## config.mk

```make
export PLATFORM = sky130hd
export DESIGN_NAME = posit_decode_sched
export DESIGN_NICKNAME = d
export VERILOG_FILES = /design/src/rtl/ppu_pkg.sv /design/src/rtl/posit_decode.sv /design/src/rtl/rr_arbiter.sv /design/src/rtl/posit_decode_sched.sv
export SDC_FILE = /design/constraint.sdc
export NUM_CORES = 1
export LEC_CHECK = 0
export BUFFER_PORTS_ARGS = -buffer_cell sky130_fd_sc_hd__buf_2
export CAP_MARGIN = 25
export CELL_PAD_IN_SITES_DETAIL_PLACEMENT = 2
export CELL_PAD_IN_SITES_GLOBAL_PLACEMENT = 2
export CORE_MARGIN = 2
export CORE_UTILIZATION = 35
export CTS_BUF_LIST = sky130_fd_sc_hd__clkbuf_8
export CTS_CLUSTER_SIZE = 16
export DETAILED_ROUTE_END_ITERATION = 6
export GPL_TIMING_DRIVEN = 0
export PLACE_DENSITY = 0.83
export SLEW_MARGIN = 20
export SYNTH_ARGS = -nofsm -noshare
export SYNTH_HDL_FRONTEND = slang
export SYNTH_HIERARCHICAL = 1
export SYNTH_SLANG_ARGS = --single-unit
```

## constraint.sdc

```tcl
create_clock -name clk -period 17.5 [get_ports clk]
set_input_delay 3.5 -clock clk [delete_from_list [all_inputs] [get_ports clk]]
set_output_delay 3.5 -clock clk [all_outputs]
set_load 0.02 [all_outputs]
```

## src/rtl/ppu_pkg.sv

```systemverilog
// Shared posit-unit definitions: field widths of a decoded posit, the decoded-field
// record carried between stages, and the output-register state encoding.
package ppu_pkg;

    localparam int POSIT_N = 16;
`ifdef NO_ES_FIELD
    localparam int POSIT_ES = 0;
`else
    localparam int POSIT_ES = 1;
`endif

    localparam int REG_LEN_SIZE = $clog2(POSIT_N) + 1;
    localparam int K_SIZE       = REG_LEN_SIZE + 1;
    localparam int MANT_SIZE    = POSIT_N;

    typedef struct packed {
        logic                    sign;
        logic                    reg_s;
        logic [REG_LEN_SIZE-1:0] reg_len;
        logic [K_SIZE-1:0]       k;
`ifndef NO_ES_FIELD
        logic [POSIT_ES-1:0]     exp;
`endif
        logic [MANT_SIZE-1:0]    mant;
        logic [1:0]              is_special;
    } decoded_posit_t;

    typedef enum logic {
        ST_EMPTY = 1'b0,
        ST_FULL  = 1'b1
    } out_state_e;

endpackage

```

## src/rtl/posit_decode.sv

```systemverilog
// Combinational posit field extractor: sign, regime run, exponent and mantissa with
// the hidden one at the MSB. Negative posits are decoded from their two's complement.
module posit_decode
    import ppu_pkg::*;
(
    input  logic [POSIT_N-1:0] bits_i,
    output decoded_posit_t     dec_o
);

    localparam logic [REG_LEN_SIZE-1:0] RUN_MAX = REG_LEN_SIZE'(POSIT_N - 1);

    logic [POSIT_N-1:0]      abs_bits;
    logic [POSIT_N-2:0]      body;
    logic [POSIT_N-2:0]      rem;
    logic [REG_LEN_SIZE-1:0] run;
    logic [REG_LEN_SIZE-1:0] reg_len;
    logic                    run_done;

    assign abs_bits = bits_i[POSIT_N-1] ? -bits_i : bits_i;
    assign body     = abs_bits[POSIT_N-2:0];

    // NOTE: blocking assignments inside always_comb so each loop iteration sees the
    // previous iteration's run/run_done values.
    always_comb begin
        run      = '0;
        run_done = 1'b0;
        for (int i = POSIT_N - 2; i >= 0; i--) begin
            if (!run_done && (body[i] == body[POSIT_N-2])) begin
                run = run + REG_LEN_SIZE'(1);
            end else begin
                run_done = 1'b1;
            end
        end
    end

    // A regime that fills the whole body has no terminating bit.
    assign reg_len = (run == RUN_MAX) ? run : run + REG_LEN_SIZE'(1);
    assign rem     = body << reg_len;

    always_comb begin
        dec_o         = '0;
        dec_o.sign    = bits_i[POSIT_N-1];
        dec_o.reg_s   = body[POSIT_N-2];
        dec_o.reg_len = reg_len;
        dec_o.k       = body[POSIT_N-2] ? (K_SIZE'(run) - K_SIZE'(1)) : -K_SIZE'(run);
`ifdef NO_ES_FIELD
        dec_o.mant    = {1'b1, rem};
`else
        dec_o.exp     = rem[POSIT_N-2 -: POSIT_ES];
        dec_o.mant    = {1'b1, rem[POSIT_N-2-POSIT_ES:0], {POSIT_ES{1'b0}}};
`endif
        dec_o.is_special = {bits_i == '0, bits_i == {1'b1, {(POSIT_N-1){1'b0}}}};
    end

endmodule

```

## src/rtl/rr_arbiter.sv

```systemverilog
// Round-robin arbiter: one-hot grant to the first valid requester at or above the
// pointer (wrapping); the pointer moves past the winner on every enabled grant.
module rr_arbiter #(
    parameter int NREQ = 2
) (
    input  logic                     clk,
    input  logic                     rst,
    input  logic [NREQ-1:0]          req_i,
    input  logic                     en_i,
    output logic [NREQ-1:0]          grant_o,
    output logic [$clog2(NREQ)-1:0]  grant_id_o
);

    localparam int ID_W = $clog2(NREQ);

    logic [ID_W-1:0] ptr_q;
    logic [ID_W-1:0] ptr_d;
    logic            found;

    always_comb begin
        grant_o    = '0;
        grant_id_o = '0;
        found      = 1'b0;
        for (int off = 0; off < NREQ; off++) begin
            if (!found && req_i[(int'(ptr_q) + off) % NREQ]) begin
                found      = 1'b1;
                grant_id_o = ID_W'((int'(ptr_q) + off) % NREQ);
            end
        end
        if (en_i && found) begin
            grant_o[grant_id_o] = 1'b1;
        end
    end

    always_comb begin
        ptr_d = ptr_q;
        if (en_i && found) begin
            ptr_d = (int'(grant_id_o) == NREQ - 1) ? '0 : grant_id_o + ID_W'(1);
        end
    end

    always_ff @(posedge clk) begin
        if (!rst) begin
            ptr_q <= '0;
        end else begin
            ptr_q <= ptr_d;
        end
    end

endmodule

```

## src/rtl/posit_decode_sched.sv

```systemverilog
// Shares one posit_decode among NREQ requesters; the round-robin winner is decoded into
// a one-entry id-tagged output register released over valid/ready at one result per clock.
module posit_decode_sched
    import ppu_pkg::*;
#(
    parameter int N    = POSIT_N,
    parameter int ES   = POSIT_ES,
    parameter int NREQ = 2
) (
    input  logic                     clk,
    input  logic                     rst,
    input  logic [NREQ-1:0]          req_valid,
    input  logic [NREQ*N-1:0]        req_bits,
    output logic [NREQ-1:0]          req_ready,
    output logic                     out_valid,
    input  logic                     out_ready,
    output logic [$clog2(NREQ)-1:0]  out_id,
    output logic                     out_sign,
    output logic                     out_reg_s,
    output logic [REG_LEN_SIZE-1:0]  out_reg_len,
    output logic [K_SIZE-1:0]        out_k,
`ifndef NO_ES_FIELD
    output logic [ES-1:0]            out_exp,
`endif
    output logic [MANT_SIZE-1:0]     out_mant,
    output logic [1:0]               out_is_special
);

    localparam int ID_W = $clog2(NREQ);

    typedef struct packed {
        logic [ID_W-1:0] id;
        decoded_posit_t  fields;
    } out_reg_t;

    out_state_e      state_q;
    out_state_e      state_d;
    out_reg_t        out_q;
    out_reg_t        out_d;
    logic            can_accept;
    logic            accept;
    logic [NREQ-1:0] grant;
    logic [ID_W-1:0] grant_id;
    logic [N-1:0]    operand;
    decoded_posit_t  dec;

    assign out_valid  = (state_q == ST_FULL);
    assign can_accept = (state_q == ST_EMPTY) || (out_ready && out_valid);

    rr_arbiter #(
        .NREQ(NREQ)
    ) u_arb (
        .clk       (clk),
        .rst       (rst),
        .req_i     (req_valid),
        .en_i      (can_accept && rst),
        .grant_o   (grant),
        .grant_id_o(grant_id)
    );

    assign req_ready = grant;
    assign accept    = |grant;

    always_comb begin
        operand = '0;
        for (int i = 0; i < NREQ; i++) begin
            operand = operand | (req_bits[i*N +: N] & {N{grant[i]}});
        end
    end

    posit_decode u_dec (
        .bits_i(operand),
        .dec_o (dec)
    );

    // NOTE: every always_comb output gets its hold value first, so no path leaves it
    // unassigned and no latch is inferred.
    always_comb begin
        state_d = state_q;
        out_d   = out_q;
        case (state_q)
            ST_EMPTY: if (accept) state_d = ST_FULL;
            ST_FULL:  if (out_ready) state_d = accept ? ST_FULL : ST_EMPTY;
            default:  state_d = ST_EMPTY;
        endcase
        if (accept) begin
            out_d.id     = grant_id;
            out_d.fields = dec;
        end
    end

    // NOTE: the output register is a handful of flops, not a memory, so its data is
    // cleared on reset along with the state; a result caught by reset is simply lost.
    always_ff @(posedge clk) begin
        if (!rst) begin
            state_q <= ST_EMPTY;
            out_q   <= '0;
        end else begin
            state_q <= state_d;
            out_q   <= out_d;
        end
    end

    assign out_id         = out_q.id;
    assign out_sign       = out_q.fields.sign;
    assign out_reg_s      = out_q.fields.reg_s;
    assign out_reg_len    = out_q.fields.reg_len;
    assign out_k          = out_q.fields.k;
`ifndef NO_ES_FIELD
    assign out_exp        = out_q.fields.exp;
`endif
    assign out_mant       = out_q.fields.mant;
    assign out_is_special = out_q.fields.is_special;

endmodule

```

Word level (Yosys, flattened, before mapping)

Cells that the tools add are included.

Equality and inequality tests: 16
Reduce and logical (&&, ||, !) cells: 34
Muxes and demuxes: 46
Magnitude comparators: 4
Add/sub/neg operators: 19
Bitwise logic cells: 5
Shift operators: 1

Operator list:

| operator                                                              | number |
|---|---|
| 5-bit by 1-bit adder with 5-bit output, second input constant         | 14 |
| 5-bit 2-to-1 mux                                                      | 14 |
| 16-bit bitwise AND                                                    | 2 |
| 1-bit 2-to-1 mux                                                      | 26 |
| 1-bit logical AND                                                     | 18 |
| 16-bit equality test, second input constant                           | 1 |
| 16-bit zero test                                                      | 1 |
| 16-bit bitwise OR                                                     | 1 |
| 15-bit 2-to-1 mux                                                     | 1 |
| 15-bit negator                                                        | 1 |
| 15-bit by 5-bit << shifter with 15-bit output                         | 1 |
| 1-bit equality test                                                   | 14 |
| 1-bit zero test                                                       | 13 |
| 6-bit 2-to-1 mux                                                      | 1 |
| 5-bit negator with 6-bit output                                       | 1 |
| 5-bit by 1-bit subtractor with 6-bit output, second input constant    | 1 |
| 5-bit by 4-bit equality test with 1-bit output, second input constant | 1 |
| 1-bit by 2-bit < comparator with 1-bit output, second input constant  | 2 |
| 2-bit 2-to-1 mux                                                      | 2 |
| 2-bit by 3-bit < comparator with 1-bit output, second input constant  | 1 |
| 1-bit adder, second input constant                                    | 2 |
| 1-bit one-hot mux with 2 select lines                                 | 1 |
| 2-bit OR reduction                                                    | 1 |
| 1-bit bitwise AND, first input constant                               | 1 |
| 4 further kinds                                                       | 4 |

Register bits after elaboration: 34
Input port bits: 37
Word-level logic and storage cells: 135

Longest topological paths before layout

Depth in word-level cells: 58
Mapped depth: 63
Mapped depth without buffers: 55

Modules after synthesis

The synthesis kept the hierarchy.

Modules (own cells, without submodules):

| module             | times used | area each (µm²) | cells an instance | sequential area each (µm²) |
|---|---|---|---|---|
| posit_decode       | 1          | 4080.2          | 588               | 0.0 |
| posit_decode_sched | 1          | 1529.0          | 177               | 680.7 |
| rr_arbiter         | 1          | 66.3            | 9                 | 20.0 |

Worst setup path after synthesis

No wires, ideal clock.

Path kind: input to register
Start: input rst
End: register out_q, in the netlist out_mant[11]
Buffers on the path: 11
Library setup time: 67 ps
Slack: 1458 ps
Data arrival time: 15975 ps
Cell stages on the path: 58
Cells stage by stage: buf_2 -> buf_4 -> buf_2 -> and2_1 -> and3_2 -> buf_2 -> buf_2 -> a22o_1 -> buf_6 -> or4_4 -> buf_6 -> o41a_4 -> xnor2_4 -> buf_4 -> clkbuf_1 -> nand2_1 -> o22ai_1 -> ha_1 -> [22 not listed] -> o2111ai_1 -> o31ai_1 -> ha_1 -> mux2_2 -> ha_1 -> mux2i_1 -> clkinv_1 -> ha_1 -> clkbuf_1 -> nand2b_1 -> mux2_1 -> mux2_4 -> or2_1 -> buf_6 -> or4_1 -> o221ai_1 -> o211ai_1 -> o21ai_2

RTL lines:

| what                 | RTL line                  | RTL |
|---|---|---|
| start, declared      | posit_decode_sched.sv:11  | `input logic rst,` |
| end signal, assigned | posit_decode_sched.sv:100 | `out_q <= out_d;` |
| end, declared        | posit_decode_sched.sv:38  | `out_reg_t out_q;` |

==> summary.txt <==
Status
  • Outcome: complete, no violations

Floorplan
  • IO Pins: 73
  • # rows: 46
  • Die outline area: between 15000 and 20000 um2
  • Initial Utilization: 0.357
  • Die Wd: about 130 um
  • Core region area: between 15000 and 20000 um2
  • Die height: 131 um

Detailed routing
  • DRC errors left: 0
  • Vias: around 6500
  • Routed WL: between 20000 and 25000 um
  • Drt first pass iters: 4
  • Iteration-0 DRC Markers: a little over 300
  • Antenna Nets Post-Route: 0
  • Avg Vias per Cell: roughly 6.1
  • Routed WL per cell: between 20 and 25 um

Clocking
  • Clock slew at reported path FFs: approximately 80 ps
  • TritonCTS Buffers: 5
  • Clk_lat worst skew: 310 ps
  • CTS H-tree depth: 2
  • Root Driver: clkbuf_8
  • Worst-case clock buffer depth: 2
  • Clk sinks: 35
  • TritonCTS clock tree: done
  • Post-cts hold buffer count: 0

Worst setup path
  • Crit-path max FO: 15
  • Critical path's most frequent cell: ha_1
  • CP Launch Type: input pin
  • Crit path kind: in -> reg
  • Slowest CP cell: or4_4
  • Critical Path AT: 17030 ps
  • WP data required: 17690 ps
  • Peak per-stage delay on the critical path: ~570 ps
  • FF-to-FF setup slack: just over 4000 ps
  • Critical path endpoint category: flip-flop

Synthesis
  • Synth Area per Inst: between 7 and 8 um2
  • Async S/R FF share, synth: 0
  • Simple-gate area share of the yosys netlist: 0.287
  • Largest cells by area after synthesis: dfxtp_1, nand2_1, o211ai_1
  • Distinct cells, synth: 97
  • Synth Cell Area: approximately 5700 um2
  • Post-Syn Nets: approximately 820
  • Synth area leader: dfxtp_1
  • Seq cells post-synth: 35
  • Complex-gate fraction of the synthesized area: 0.317
  • Post-synthesis mux area share: 0.0531
  • Top-area cell type share of the netlist area: 0.123
  • Post-synthesis adder-cell area fraction: 0.0322
  • Main combinational cell family by area after synthesis: compound AO/OA/AOI/OAI gates
  • Main synth FF type: dfxtp_1
  • Cells after synthesis: between 700 and 800
  • Ys Warns: 6
  • Xor/xnor share of the synthesized area: 0.112
  • Seq/Total Area, Yosys: 0.123
  • EDFF count, synth: 0

Placed design
  • Global placement routability congestion: between 0.8 and 0.9
  • Placed Area: ~6300 um2
  • Dpl hpwl: around 19000 um
  • Dpl ws: -1660 ps
  • Placed Instances: 1062
  • I/O Buffers: between 70 and 80

Hold path
  • Min-Delay Path Class: reg -> reg

Power and ir drop
  • Leak: roughly 2.5 nW
  • Total power: 852 uW
  • Power per cell area: approximately 130 nW/um2
  • Peak supply drop: 0.0437 mV

Timing
  • Minimum clock period: 16840 ps
  • Relative slew slack: 0.301
  • Crit share post-route: 0.962
  • Final setup viols: 0
  • Hold Vio Cnt, Final: 0
  • Worst hold margin: ~460 ps
  • Slew @ Worst Pin: between 1000 and 1500 ps
  • Slew Viols, Final: 0
  • Fmax: 59.4 MHz
  • Final TNS setup: 0 ps
  • Worst Skew: about 6.6 ps
  • Final worst slack: ~660 ps

Finish
  • Fin cells: about 1100
  • Final Core Density: 0.416
  • Design area: around 6600 um2
  • Share of cells above drive strength 1: 0.229
  • ANT cells: 0
  • Nets: slightly above 900
  • Area growth from synthesis to layout: 16.5%

GRT
  • Total grt overflow: 0
  • First-pass GRT wire length: slightly below 40000 um
  • Initial antenna violation count: 0
  • Largest net degree at the start of global routing: 16
  • All-Layer GR Usage: 0.271
  • Vias in the first global route: between 7000 and 8000

Job
  • Max Cap Viol: 0
-- worst max-delay path, delay by kind of cell --
| kind | cells | cell delay, ps |
|---|---|---|
| AOI/OAI and AO/OA | 15 | 3360 |
| xor gates and xnor gates | 2 | 520 |
| adders and majority gates | 10 | 3070 |
| buffers and inverters | 10 | 1740 |
| muxes | 6 | 1920 |
| and+or+nand+nor | 15 | 2870 |
-- placed cells by master (no fill, tap or decap), types with 15 or more instances in the layout --
cell type	instances
o21ai_1	30
clkbuf_1	18
nand3_1	18
o211ai_1	44
buf_2	86
a22o_1	15
dfxtp_1	35
xnor2_1	33
nand2b_1	16
nand2_1	90
a21oi_1	24
inv_1	18
nor2_1	78
o21ai_0	21
buf_4	17
nor3_1	24
-- sequential cells by signal (all words and copies together), names as in the netlist --
signal	cells
out_mant	16
out_k	6
out_reg_len	5
out_is_special	2
out_exp	1
out_id	1
out_reg_s	1
out_sign	1
out_valid	1
u_arb/ptr_q	1
-- cell type report --
cell class | instances | area (um2)
plain buffers | 57 | 332
repair buffers | 82 | 435
flip-flops and latches | 35 | 701
fillers | 1891 | 9270
inverters | 20 | 78.8
well taps | 216 | 270
multi-input cells | 657 | 4690
clock inverters | 1 | 7.51
clock buffers | 7 | 96.3
-- kinds of logic (layout without fill, tap and decap cells) --
logic type / count (synthesis) / after routing
compound gates: 236 / 236
buf+inv: 83 / 167
xor+xnor: 54 / 54
simple gates: 322 / 322
mux: 27 / 28
flops: 35 / 35
other cells: 2 / 2
fa+ha+maj: 15 / 15
-- Yosys cell counts (all sizes together) (10+ instances only) --
cell type and count:
nand2 90, nor2 81, o21ai 54, o211ai 44, xnor2 39, dfxtp 35, buf 32, clkbuf 31
nor3 27, a21oi 24, inv 19, nand3 18, a22o 17, nand2b 16, mux2i 15, ha 13
a211oi 12, and2 12, mux2 12, nor4 10, or2 10, or3 10, or4 10, xor2 10
-- repair_timing --
item                       4_1_cts  5_1_grt
cloned                           0        1
setup endpoints to repair       18       18
hold endpoints to repair         0        0
pin swaps                        1        4
buffers inserted                 1        8
resized for setup                8       31
-- routing by layer --
metal,wire [um],track usage,vias to the layer above
met5,0,0,-
met1,10600,0.345,3298
li1,-,-,3034
met4,488,0.0803,0
met3,684,0.0258,35
met2,12200,0.483,139
-- path summary, 6_finish.rpt --
| kind | startpoint | endpoint | depth (start not counted) |
|---|---|---|---|
| max | rst | out_mant[8] | 58 |
| min | out_mant[3] | out_mant[3] | 2 |
| max reg2reg | out_valid | out_mant[8] | 55 |
| min reg2reg | out_mant[3] | out_mant[3] | 2 |
-- where the power goes --
group | internal (mW) | leakage [nW] | switching, mW
registers | 0.0955 | 0.285 | 0.00829
clock network | 0.0359 | 0.0505 | 0.0344
logic | 0.254 | 2.15 | 0.424
total | 0.385 | 2.48 | 0.467
(Power assumes the default switching activity.)
